==> config.mk <==
export PLATFORM = sky130hd
export DESIGN_NAME = router_ctrl
export DESIGN_NICKNAME = d
export VERILOG_FILES = /design/src/rtl/router_pkg.sv /design/src/rtl/router_timeout.sv /design/src/rtl/router_ctrl.sv
export SDC_FILE = /design/constraint.sdc
export NUM_CORES = 1
export LEC_CHECK = 0
export CAP_MARGIN = 20
export CORE_MARGIN = 4
export CORE_UTILIZATION = 45
export CTS_BUF_LIST = sky130_fd_sc_hd__clkbuf_4
export DETAILED_ROUTE_END_ITERATION = 10
export PLACE_DENSITY = 0.78
export RECOVER_POWER = 25
export SKIP_CTS_REPAIR_TIMING = 1
export SLEW_MARGIN = 20
export SYNTH_ARGS = -nofsm -noshare
export SYNTH_HDL_FRONTEND = slang
export SYNTH_SLANG_ARGS = --single-unit
export TNS_END_PERCENT = 50
==> constraint.sdc <==
create_clock -name clock -period 1.5 [get_ports clock]
set_clock_uncertainty 0.1 [all_clocks]
set_input_delay 0.3 -clock clock [delete_from_list [all_inputs] [get_ports clock]]
set_output_delay 0.3 -clock clock [all_outputs]
set_load 0.005 [all_outputs]
==> src/rtl/router_pkg.sv <==
// Shared types and constants for the 1x3 router packet controller.
package router_pkg;

  localparam int unsigned TIMEOUT_DEFAULT = 30;
  localparam logic [1:0]  ADDR_INVALID    = 2'd3;

  typedef enum logic [2:0] {
    DECODE_ADDRESS,
    LOAD_FIRST_DATA,
    LOAD_DATA,
    FIFO_FULL_STATE,
    LOAD_AFTER_FULL,
    LOAD_PARITY,
    CHECK_PARITY_ERROR,
    WAIT_TILL_EMPTY
  } state_e;

  // One-hot port select for a 2-bit destination; the invalid address selects nothing.
  function automatic logic [2:0] addr_onehot(input logic [1:0] addr);
    logic [2:0] oh;
    oh = '0;
    case (addr)
      2'd0:    oh = 3'b001;
      2'd1:    oh = 3'b010;
      2'd2:    oh = 3'b100;
      default: oh = '0;
    endcase
    return oh;
  endfunction

endpackage

==> src/rtl/router_timeout.sv <==
// Per-port read-timeout: counts consecutive cycles of valid-but-unread data
// and emits a registered one-cycle soft reset when the limit is reached.
module router_timeout
  import router_pkg::*;
#(
  parameter int unsigned TIMEOUT = TIMEOUT_DEFAULT
) (
  input  logic clock,
  input  logic reset,
  input  logic vld_i,
  input  logic read_enb_i,
  input  logic fifo_empty_i,
  output logic soft_reset_o
);

  localparam int unsigned CW = $clog2(TIMEOUT) + 1;

  logic [CW-1:0] cnt_q, cnt_d;
  logic          sr_q,  sr_d;

  // Next-state: clear on read or empty, count idle valid cycles, fire on the last one.
  always_comb begin
    cnt_d = cnt_q;
    sr_d  = 1'b0;
    if (read_enb_i || fifo_empty_i) begin
      cnt_d = '0;
    end else if (vld_i) begin
      if (cnt_q == CW'(TIMEOUT - 1)) begin
        cnt_d = '0;
        sr_d  = 1'b1;
      end else begin
        cnt_d = cnt_q + 1'b1;
      end
    end
  end

  // Counter and pulse registers.
  always_ff @(posedge clock or posedge reset) begin
    if (reset) begin
      cnt_q <= '0;
      sr_q  <= 1'b0;
    end else begin
      cnt_q <= cnt_d;
      sr_q  <= sr_d;
    end
  end

  assign soft_reset_o = sr_q;

endmodule

==> src/rtl/router_ctrl.sv <==
// Packet-level controller for the 1x3 router: header decode, source stall,
// one-hot FIFO write steering and per-port read-timeout soft resets.
module router_ctrl
  import router_pkg::*;
#(
  parameter int unsigned TIMEOUT = TIMEOUT_DEFAULT
) (
  input  logic       clock,
  input  logic       reset,
  input  logic       pkt_valid,
  input  logic [7:0] data_in,
  input  logic [2:0] fifo_full,
  input  logic [2:0] fifo_empty,
  input  logic [2:0] read_enb,
  input  logic       parity_done,
  input  logic       low_pkt_valid,
  output logic       busy,
  output logic [2:0] write_enb,
  output logic       detect_add,
  output logic       lfd_state,
  output logic       ld_state,
  output logic       laf_state,
  output logic       full_state,
  output logic       lp_state,
  output logic       chk_state,
  output logic [2:0] vld_out,
  output logic [2:0] soft_reset
);

  state_e     state_q, state_d;
  logic [1:0] addr_q,  addr_d;
  logic       wr;

  // Padded to 4 entries so the latched address (which may be the invalid 3) indexes safely.
  logic [3:0] full4, empty4, sr4, empty_in4;
  logic       unused_len;

  assign full4      = {1'b0, fifo_full};
  assign empty4     = {1'b0, fifo_empty};
  assign sr4        = {1'b0, soft_reset};
  assign empty_in4  = {1'b0, fifo_empty};
  assign unused_len = ^data_in[7:2];

  assign vld_out = ~fifo_empty;

  for (genvar g = 0; g < 3; g++) begin : g_timeout
    router_timeout #(.TIMEOUT(TIMEOUT)) u_timeout (
      .clock        (clock),
      .reset        (reset),
      .vld_i        (vld_out[g]),
      .read_enb_i   (read_enb[g]),
      .fifo_empty_i (fifo_empty[g]),
      .soft_reset_o (soft_reset[g])
    );
  end

  // State and latched destination address.
  always_ff @(posedge clock or posedge reset) begin
    if (reset) begin
      state_q <= DECODE_ADDRESS;
      addr_q  <= '0;
    end else begin
      state_q <= state_d;
      addr_q  <= addr_d;
    end
  end

  // Next-state, address latch and Moore outputs decoded from the registered state.
  always_comb begin
    state_d    = state_q;
    addr_d     = addr_q;
    wr         = 1'b0;
    busy       = 1'b0;
    detect_add = 1'b0;
    lfd_state  = 1'b0;
    ld_state   = 1'b0;
    laf_state  = 1'b0;
    full_state = 1'b0;
    lp_state   = 1'b0;
    chk_state  = 1'b0;

    case (state_q)
      DECODE_ADDRESS: begin
        detect_add = 1'b1;
        if (pkt_valid) begin
          addr_d = data_in[1:0];
          if (data_in[1:0] != ADDR_INVALID) begin
            if (empty_in4[data_in[1:0]]) state_d = LOAD_FIRST_DATA;
            else                         state_d = WAIT_TILL_EMPTY;
          end
        end
      end
      LOAD_FIRST_DATA: begin
        lfd_state = 1'b1;
        busy      = 1'b1;
        wr        = 1'b1;
        state_d   = LOAD_DATA;
      end
      LOAD_DATA: begin
        ld_state = 1'b1;
        wr       = 1'b1;
        if (full4[addr_q])   state_d = FIFO_FULL_STATE;
        else if (!pkt_valid) state_d = LOAD_PARITY;
      end
      FIFO_FULL_STATE: begin
        full_state = 1'b1;
        busy       = 1'b1;
        if (!full4[addr_q]) state_d = LOAD_AFTER_FULL;
      end
      LOAD_AFTER_FULL: begin
        laf_state = 1'b1;
        busy      = 1'b1;
        wr        = 1'b1;
        if (parity_done)        state_d = DECODE_ADDRESS;
        else if (low_pkt_valid) state_d = LOAD_PARITY;
        else                    state_d = LOAD_DATA;
      end
      LOAD_PARITY: begin
        lp_state = 1'b1;
        busy     = 1'b1;
        wr       = 1'b1;
        state_d  = CHECK_PARITY_ERROR;
      end
      CHECK_PARITY_ERROR: begin
        chk_state = 1'b1;
        busy      = 1'b1;
        if (full4[addr_q]) state_d = FIFO_FULL_STATE;
        else               state_d = DECODE_ADDRESS;
      end
      WAIT_TILL_EMPTY: begin
        busy = 1'b1;
        if (empty4[addr_q]) state_d = LOAD_FIRST_DATA;
      end
      default: state_d = DECODE_ADDRESS;
    endcase

    // A soft reset of the port being written abandons the packet from any state.
    if (sr4[addr_q]) state_d = DECODE_ADDRESS;

    write_enb = wr ? addr_onehot(addr_q) : '0;
  end

endmodule

==> impl_metrics.csv, run 1 <==
group,metric,value,unit
cts,worstSkewPairLatency,0.31,ns
power_and_ir_drop,p_int,0.00188,W
critical_path,crit_slowest_cell,"dfrtp_1",
global_routing,grt_max_degree,27,
route,firstDrtPassIters,4,
cts,htree_levels,1,
critical_path,critPathBufInv,1,
sta,rsz0062_at_grt,"true",
global_routing,grt_pass1_vias,1305,
global_routing,grt_pass1_wl,5730,um
logic_synthesis,syn_area_per_cell,9.34,um^2
sta,slew_headroom,0.582,
cells_and_area,drive_gt1_frac,0.302,
cells_and_area,nNetsFinal,241,
floorplan,die_x,65.6,um
logic_synthesis,synth_adder_area_share,0.0502,
floorplan,num_rows,20,
critical_path,cp-end-kind,"output pin",
critical_path,cp-start-kind,"flop",
power_and_ir_drop,clockPowerShare,0.096,
critical_path,max_stage_delay,0.40,ns
route,finalWirelength,3640,um
power_and_ir_drop,vdd_drop_max,660,uV
route,vias,1310,
worst_hold_path,worstHoldPathType,"in -> reg",
global_routing,overflow,0,
cts,clockRootBuffer,"clkbuf_4",
cells_and_area,area_delta_synth_final,40.0,%
power_and_ir_drop,seqPwrFrac,0.302,
floorplan,dieArea,4310,um^2
cts,clkTransAtPathRegs,0.13,ns
sta,tightest_slew,0.626,ns
sta,finalCritPeriodShare,1.23,
critical_path,path_cells,"or2_4 > xnor2_2 > nor3b_2 > buf_2",
logic_synthesis,synthXorXnorAreaFrac,0.0762,
global_routing,track_usage,0.169,
power_and_ir_drop,p_per_area,1410,nW/um^2
power_and_ir_drop,switching_share,0.364,
floorplan,core,3130,um^2
logic_synthesis,synthCells,160,
sta,setup_viol,16,
logic_synthesis,ys_warn_count,0,
cells_and_area,final_util,0.669,
place,port_buffers,32,
power_and_ir_drop,pwr-share-comb,0.602,
logic_synthesis,synth_cell_type_count,40,
logic_synthesis,synth.yosys.seq_area_share,0.435,
floorplan,initial_core_util,0.478,
critical_path,required,1.10,ns
logic_synthesis,syn-cell-area,1500,um^2
route,post-route-drc-count,0,
sta,timing.hold.ws,0.192,ns
logic_synthesis,synth_seq_cells,26,
cells_and_area,diodes,0,
cts,cts_max_path_buffers,2,
critical_path,path_class,"reg -> out",
critical_path,critPathMaxFanout,3,
power_and_ir_drop,cellLeakagePower,1.05,nW
logic_synthesis,synth_top_family_by_area,"simple AND/OR/NAND/NOR gates",
route,final_antenna_net_count,0,
sta,finalCriticalPeriod,1.85,ns
outcome,status,"complete, but fails checks",
logic_synthesis,syn_nets,188,
sta,hold_viol,0,
critical_path,arrival,1.45,ns
route,wl_per_cell,14.2,um
logic_synthesis,synthMuxAreaShare,0.0351,
sta,max_freq,541,MHz
outcome,violations,"setup timing",
sta,setup_ws,-0.349,ns
cells_and_area,nFillCells,258,
power_and_ir_drop,p_total,0.00296,W
cts,clock-sinks,26,
place,hpwl,2730,um
power_and_ir_drop,p_switching,0.00108,W
logic_synthesis,synth_compound_area_frac,0.0887,
route,drtIter0Drc,134,
cts,cts_tree,"done",
global_routing,antenna_found_initial,0,
cts,cts_made_buffers,3,
job,drv_cap,0,
place,gp_congestion,0.830,
sta,slew_viol_final,0,
route,vias_per_cell,5.12,
floorplan,top_level_ports,39,
critical_path,path_delay_family,"simple AND/OR/NAND/NOR gates",
logic_synthesis,synth-simple-area-share,0.245,
floorplan,die_h,65.6,um
==> metrics by stage <==
step	worst slack, ns	TNS [ns]	cells	instance area (um^2)
after floorplan	0.0170	0	160	1510
final	-0.349	-3.39	256	2090
after global placement	-0.454	-4.68	247	1970
after CTS	-0.753	-8.92	251	2000
after global routing	-0.423	-4.43	256	2090
after detailed placement	-0.499	-5.20	247	1970
==> routing by layer <==
metal  up-vias  part of all wire  track usage
met4         0             0.018       0.0648
met1       611              0.43        0.208
met5         -                 0            0
met2        54              0.50        0.300
met3         9             0.051       0.0205
li1        636                 -            -
==> kinds of logic (layout without fill, tap and decap cells) <==
family,Yosys count,count (layout)
muxes,5,5
and+or+nand+nor,73,73
adders and majority gates,6,6
AOI/OAI and AO/OA,18,18
DFF,26,26
xor gates and xnor gates,13,13
buffers and inverters,19,71
==> state kept, by name, indices dropped and copies added, names as in the netlist <==
signal / cells
addr_q: 2
g_timeout.u_timeout.cnt_q: 18
state_q: 3
g_timeout.u_timeout.soft_reset_o: 3
==> cell usage after synthesis, drive strengths merged <==
cell     number  area (um^2)
ha            6         75.1
nor3b         1         7.51
clkbuf        1         3.75
nand3b        2         15.0
a21oi         3         15.0
xor2          7         61.3
a2111oi       1         8.76
nand3        11         55.1
a22o          1         8.76
or3           1         6.26
mux2i         3         30.0
a31oi         1         6.26
nand2        12         45.0
or2           2         12.5
a22oi         1         7.51
o21a          1         7.51
nand4b        1         8.76
buf           9         66.3
nor3          4         20.0
and2          1         6.26
xnor2         6         52.6
o2bb2ai       2         30.0
o211ai        2         15.0
nor2b         2         20.0
nand4         1         6.26
dfrtp        26          651
nand2b        1         6.26
inv           9         33.8
nor2         28          113
and3b         2         20.0
o21ai         5         25.0
and3          4         25.0
a2bb2oi       1         8.76
mux2          2         22.5
==> worst reg2reg max path: stages, from the launching register on <==
cell,delay [ns]
dfrtp_2,0.51
buf_4,0.17
nor2b_4,0.12
a2bb2oi_1,0.14
a22o_1,0.25
o211ai_1,0.22
o21ai_2,0.09
==> power by group through the flow <==
stage,combinational (W),sequential [W],clock (W)
2_1_floorplan,0.000842,0.000853,0
3_3_place_gp,0.00148,0.000883,0
3_5_place_dp,0.00151,0.000891,0
4_1_cts,0.00152,0.000879,0.000301
5_1_grt,0.00191,0.000905,0.000335
6_report,0.00178,0.000893,0.000284
==> path summary, 6_finish.rpt <==
kind	depth (start not counted)	to	slack (ns)	start
setup / recovery	4	write_enb[0]	-0.35	state_q[2]
hold / removal	2	g_timeout[2].u_timeout.soft_reset_o	0.19	fifo_empty[2]
setup reg to reg	6	state_q[1]	-0.19	addr_q[1]
hold reg to reg	1	g_timeout[0].u_timeout.cnt_q[0]	0.43	g_timeout[0].u_timeout.cnt_q[0]
max in group asynchronous	3	addr_q[1]	0.38	reset
min in group asynchronous	3	g_timeout[2].u_timeout.soft_reset_o	0.48	reset
==> cell type report <==
class | instances | area, um^2 | share of cell area
multi-input cells | 115 | 816 | 0.390
flip-flops and latches | 26 | 652 | 0.311
repair buffers | 58 | 508 | 0.243
well taps | 44 | 55.1 | 0.0263
inverters | 9 | 36.3 | 0.0173
clock buffers | 3 | 22.5 | 0.0108
clock inverters | 1 | 3.75 | 0.00179
==> cell usage in the layout, fill, tap and decap left out, types with 5 or more instances in the layout <==
cell type	n
nor2_1	25
dfrtp_1	25
buf_4	21
clkdlybuf4s50_1	14
nand3_1	11
nand2_1	10
xor2_1	7
dlymetal6s2s_1	7
clkbuf_2	7
inv_1	6
ha_1	6
buf_6	6
xnor2_1	5
Power figures use the tool's default switching activity.
==> inputs of run 2 (changes only) <==
- PLACE_DENSITY: 0.78 -> 0.85
==> run 2 against run 1 <==
Against the previous run:
- the flow still finishes with violations (setup timing)
- clock-buffer cell count is the same
- sequential cell count did not move
- combinational power is 3% lower
- sequential share of layout area shrank 0.15 points
- non-clock buffer count decreased by 3
- critical path depth up 1
- fmax shrank 8.6%
- clock power rose by 73%
- cell count down 1.2%
- worst hold slack better by 0.012 ns
- total power grew 5.0%
- critical endpoint unchanged
==> impl_metrics.csv, run 2 (same netlist as run 1, synthesis figures left out) <==
group,metric,value,unit
place,dpl-instance-area,1960,um^2
critical_path,cp-end-kind,"output pin",
cells_and_area,layout.cells.most_common,"nor2_1",
job,drv_cap,0,
route,finalWirelength,3370,um
cts,clockRootBuffer,"clkbuf_4",
critical_path,cp-start-kind,"flop",
sta,slew_headroom,0.571,
critical_path,critPathMaxFanout,3,
cells_and_area,layout_common_cells,"26 x nor2_1, 25 x dfrtp_1, 17 x buf_4, 13 x clkdlybuf4s50_1, 11 x nand3_1",
sta,hold_viol,0,
floorplan,top_level_ports,39,
route,final_antenna_net_count,0,
outcome,violations,"setup timing",
floorplan,initial_core_util,0.478,
route,wl_per_cell,13.3,um
sta,finalCriticalPeriod,2.02,ns
place,dpl_worst_slack,-0.399,ns
global_routing,overflow,0,
worst_hold_path,worstHoldPathType,"in -> reg",
place,hpwl,2450,um
critical_path,path_cells,"or2_4 > xnor2_2 > buf_4 > nor3b_2 > buf_2",
sta,slew_viol_final,0,
cts,worstSkewPairLatency,0.33,ns
sta,timing.hold.ws,0.205,ns
power_and_ir_drop,cellLeakagePower,1.06,nW
cts,cts_max_path_buffers,2,
route,drtIter0Drc,52,
sta,tightest_slew,0.644,ns
route,post-route-drc-count,0,
cts,htree_levels,1,
global_routing,grt_pass1_wl,5230,um
global_routing,antenna_found_initial,0,
place,port_buffers,32,
global_routing,grt_max_degree,27,
global_routing,grt_pass1_vias,1211,
sta,setup_ws,-0.524,ns
critical_path,path_class,"reg -> out",
route,firstDrtPassIters,6,
route,vias_per_cell,5.08,
floorplan,die_h,65.6,um
cells_and_area,regMostFlops,"g_timeout.u_timeout.cnt_q",
sta,max_freq,494,MHz
cts,clock-sinks,26,
sta,rsz0062_at_grt,"true",
cells_and_area,drive_gt1_frac,0.301,
global_routing,track_usage,0.157,
cells_and_area,diodes,0,
critical_path,required,1.10,ns
place,gp_congestion,0.792,
cts,cts_tree,"done",
cells_and_area,final_util,0.672,
sta,finalCritPeriodShare,1.35,
power_and_ir_drop,vdd_drop_max,603,uV
route,vias,1284,
sta,fin_setup_tns,-4.29,ns
critical_path,crit_slowest_cell,"dfrtp_1",
floorplan,core,3130,um^2
sta,setup_viol,16,
cts,clkTransAtPathRegs,0.15,ns
cells_and_area,largest_register_ff_count,18,
power_and_ir_drop,p_per_area,1480,nW/um^2
outcome,status,"complete, but fails checks",
floorplan,dieArea,4310,um^2
floorplan,num_rows,20,
floorplan,die_x,65.6,um
cts,cts_made_buffers,3,
cells_and_area,area_delta_synth_final,40.7,%
critical_path,arrival,1.62,ns
cells_and_area,nNetsFinal,238,
cells_and_area,fin_area,2100,um^2
critical_path,max_stage_delay,0.42,ns
run 2: power breakdown:
part	total [W]	leakage, nW	switching [W]	internal, W
logic	0.00172	0.684	0.000764	0.000956
clock network	0.000492	0.0279	0.000221	0.000270
registers	0.000893	0.349	0.000108	0.000785
run 2: through the flow:
step	total power, W	cells
3_5_place_dp	0.00237	246
6_report	0.00310	253
2_1_floorplan	0.00170	160
5_1_grt	0.00328	253
3_3_place_gp	0.00233	246
4_1_cts	0.00286	250
run 2: area by class of cell:
type | count | area, um^2
Clock inverter | 1 | 30.0
Inverter | 9 | 38.8
Tap cell | 44 | 55.1
Multi-Input combinational cell | 115 | 820
Timing Repair Buffer | 55 | 485
Clock buffer | 3 | 22.5
Fill cell | 241 | 1020
Sequential cell | 26 | 652
run 2: path summary, 6_finish.rpt:
kind | from | slack [ns] | cells past startpoint | endpoint
setup / recovery | state_q[2] | -0.52 | 5 | write_enb[0]
hold / removal | fifo_empty[1] | 0.20 | 3 | g_timeout[1].u_timeout.soft_reset_o
setup reg to reg | state_q[2] | -0.21 | 8 | state_q[2]
hold reg to reg | g_timeout[0].u_timeout.cnt_q[0] | 0.41 | 1 | g_timeout[0].u_timeout.cnt_q[0]
max in group asynchronous | reset | 0.40 | 3 | addr_q[1]
min in group asynchronous | reset | 0.45 | 3 | g_timeout[0].u_timeout.cnt_q[0]
run 2: critical path: cells and delay by family (launching register included):
| kind | cells | cell delay, ns |
|---|---|---|
| and+or+nand+nor | 2 | 0.41 |
| buffers and inverters | 2 | 0.26 |
| xor gates and xnor gates | 1 | 0.19 |
| DFF | 1 | 0.42 |
run 2: per-layer routing:
| metal | routed length [um] | vias to the layer above | GRT usage |
|---|---|---|---|
| met4 | 55 | 0 | 0.0622 |
| met1 | 1500 | 612 | 0.203 |
| met5 | 0 | - | 0 |
| met3 | 131 | 5 | 0.0256 |
| li1 | - | 637 | - |
| met2 | 1690 | 30 | 0.259 |
==> inputs of run 3 (changes only) <==
- CORE_UTILIZATION: 45 -> 50
- PLACE_DENSITY: 0.85 -> 0.89
- clock period: 1.5 -> 2.1 ns (I/O delays scaled with it)
==> run 3 against run 2 <==
Against the previous run:
- the run still ends with setup timing left
- first-iteration DRC count down 3.8%
- non-clock buffer count down 16
- via count down 3.2%
- clock power down 58%
- routed wire length down 4.0%
- combinational power down 44%
- total power down 42%
- worst hold slack better by 0.20 ns
- critical endpoint is now chk_state
- sequential cell count unchanged
- sequential share of layout area up 3.0 points
- design area down 9.0%
==> impl_metrics.csv, run 3 (same netlist as run 1, synthesis figures left out) <==
group,metric,value,unit
critical_path,critPathMaxFanout,6,
critical_path,required,1.58,ns
power_and_ir_drop,seqPwrFrac,0.351,
sta,setup_viol,3,
cells_and_area,diodes,0,
sta,hold_viol,0,
sta,rsz0062_at_grt,"true",
cts,clockRootBuffer,"clkbuf_4",
critical_path,arrival,1.84,ns
critical_path,max_stage_delay,0.49,ns
route,firstDrtPassIters,4,
critical_path,critPathBufInv,3,
cells_and_area,largest_register_ff_count,18,
sta,tightest_slew,1.30,ns
sta,finalCritPeriodShare,1.12,
route,vias_per_cell,5.55,
place,gp_congestion,0.857,
floorplan,die_x,62.7,um
worst_hold_path,whs_path_depth,1,
critical_path,cp-end-kind,"output pin",
cells_and_area,seq_area,651,um^2
power_and_ir_drop,p_switching,0.000652,W
sta,finalCriticalPeriod,2.36,ns
place,port_buffers,32,
sta,max_freq,424,MHz
cts,clock-sinks,26,
sta,timing.hold.ws,0.405,ns
critical_path,cp.depth,5,
global_routing,overflow,0,
job,drv_cap,0,
critical_path,cp_common_cell,"buf_4",
floorplan,dieArea,3930,um^2
floorplan,top_level_ports,39,
power_and_ir_drop,clockPowerShare,0.115,
place,post-place-cells,219,
power_and_ir_drop,cellLeakagePower,0.949,nW
power_and_ir_drop,p_per_area,947,nW/um^2
route,finalWirelength,3240,um
power_and_ir_drop,vdd_drop_max,541,uV
route,vias,1243,
cells_and_area,final_util,0.682,
global_routing,grt_max_degree,27,
worst_hold_path,worstHoldPathType,"reg -> reg",
cells_and_area,multi_input_area,774,um^2
power_and_ir_drop,pwr-share-comb,0.534,
critical_path,cp-start-kind,"flop",
cells_and_area,fin_area,1910,um^2
critical_path,worstRegToRegCells,5,
cells_and_area,drive_gt1_frac,0.124,
route,post-route-drc-count,0,
outcome,status,"complete, but fails checks",
critical_path,crit_slowest_cell,"clkdlybuf4s50_1",
cells_and_area,nFillCells,216,
outcome,violations,"setup timing",
route,drtIter0Drc,50,
cells_and_area,area_delta_synth_final,27.9,%
sta,slew_headroom,0.131,
cells_and_area,nNetsFinal,222,
cells_and_area,layout_common_cells,"26 x nor2_1, 26 x dfrtp_1, 24 x clkdlybuf4s50_1, 12 x nand2_1, 11 x nand3_1",
route,final_antenna_net_count,0,
cts,clkTransAtPathRegs,0.12,ns
critical_path,path_class,"reg -> out",
global_routing,antenna_found_initial,0,
place,hpwl,2510,um
cts,cts_made_buffers,3,
cells_and_area,regMostFlops,"g_timeout.u_timeout.cnt_q",
sta,slew_viol_final,0,
power_and_ir_drop,switching_share,0.360,
cts,worstSkewPairLatency,0.32,ns
critical_path,path_delay_family,"buffers and inverters",
place,dpl-instance-area,1830,um^2
global_routing,track_usage,0.164,
power_and_ir_drop,p_total,0.00181,W
cts,cts_max_path_buffers,2,
global_routing,grt_pass1_wl,5190,um
critical_path,path_cells,"buf_4 > buf_4 > nor2b_1 > and2_1 > clkdlybuf4s50_1",
cts,htree_levels,1,
power_and_ir_drop,p_int,0.00116,W
floorplan,die_h,62.7,um
sta,setup_ws,-0.259,ns
floorplan,core,2810,um^2
cells_and_area,instances_no_fill,224,
global_routing,grt_pass1_vias,1199,
route,wl_per_cell,14.5,um
floorplan,num_rows,19,
floorplan,initial_core_util,0.533,
cts,cts_tree,"done",
==> run 3: worst paths after layout <==
| kind | start | to | slack (ns) |
|---|---|---|---|
| min in group asynchronous | reset | g_timeout[0].u_timeout.cnt_q[2] | 0.72 |
| max reg2reg | addr_q[1] | state_q[1] | 0.35 |
| max | state_q[0] | chk_state | -0.26 |
| min reg2reg | g_timeout[0].u_timeout.cnt_q[0] | g_timeout[0].u_timeout.cnt_q[0] | 0.40 |
| max in group asynchronous | reset | state_q[0] | 0.42 |
| min | g_timeout[0].u_timeout.cnt_q[0] | g_timeout[0].u_timeout.cnt_q[0] | 0.40 |
==> run 3: per-layer routing <==
metal / global-route usage / vias up / routed length, um
met3: 0.0450 / 6 / 183
met1: 0.202 / 597 / 1410
li1: - / 596 / -
met2: 0.272 / 44 / 1580
met5: 0 / - / 0
met4: 0.0661 / 0 / 63
==> run 3: through the flow <==
step	TNS [ns]	setup slack, ns
3_3_place_gp	0	0.0461
3_5_place_dp	-0.00971	-0.00971
5_1_grt	-0.834	-0.320
2_1_floorplan	0	0.411
6_report	-0.536	-0.259
4_1_cts	-1.84	-0.394
==> run 3: area by class of cell <==
| class | count | area share |
|---|---|---|
| clock buffers | 3 | 0.0118 |
| inverters | 9 | 0.0177 |
| clock inverters | 1 | 0.00196 |
| multi-input cells | 115 | 0.405 |
| flip-flops and latches | 26 | 0.340 |
| repair buffers | 39 | 0.203 |
| well taps | 31 | 0.0203 |
==> run 3: worst reg2reg max path, stage by stage (launching register included) <==
cell and delay, ns:
dfrtp_1 0.58, mux2i_1 0.25, a2bb2oi_1 0.32, a22o_1 0.22, o211ai_1 0.10, o21ai_1 0.11
==> run 3: power by group through the flow <==
stage / Combinational (W) / Clock, W / Sequential [W]
2_1_floorplan: 0.000561 / 0 / 0.000608
3_3_place_gp: 0.000856 / 0 / 0.000629
3_5_place_dp: 0.000888 / 0 / 0.000638
4_1_cts: 0.000892 / 0.000218 / 0.000628
5_1_grt: 0.00104 / 0.000248 / 0.000643
6_report: 0.000968 / 0.000208 / 0.000637
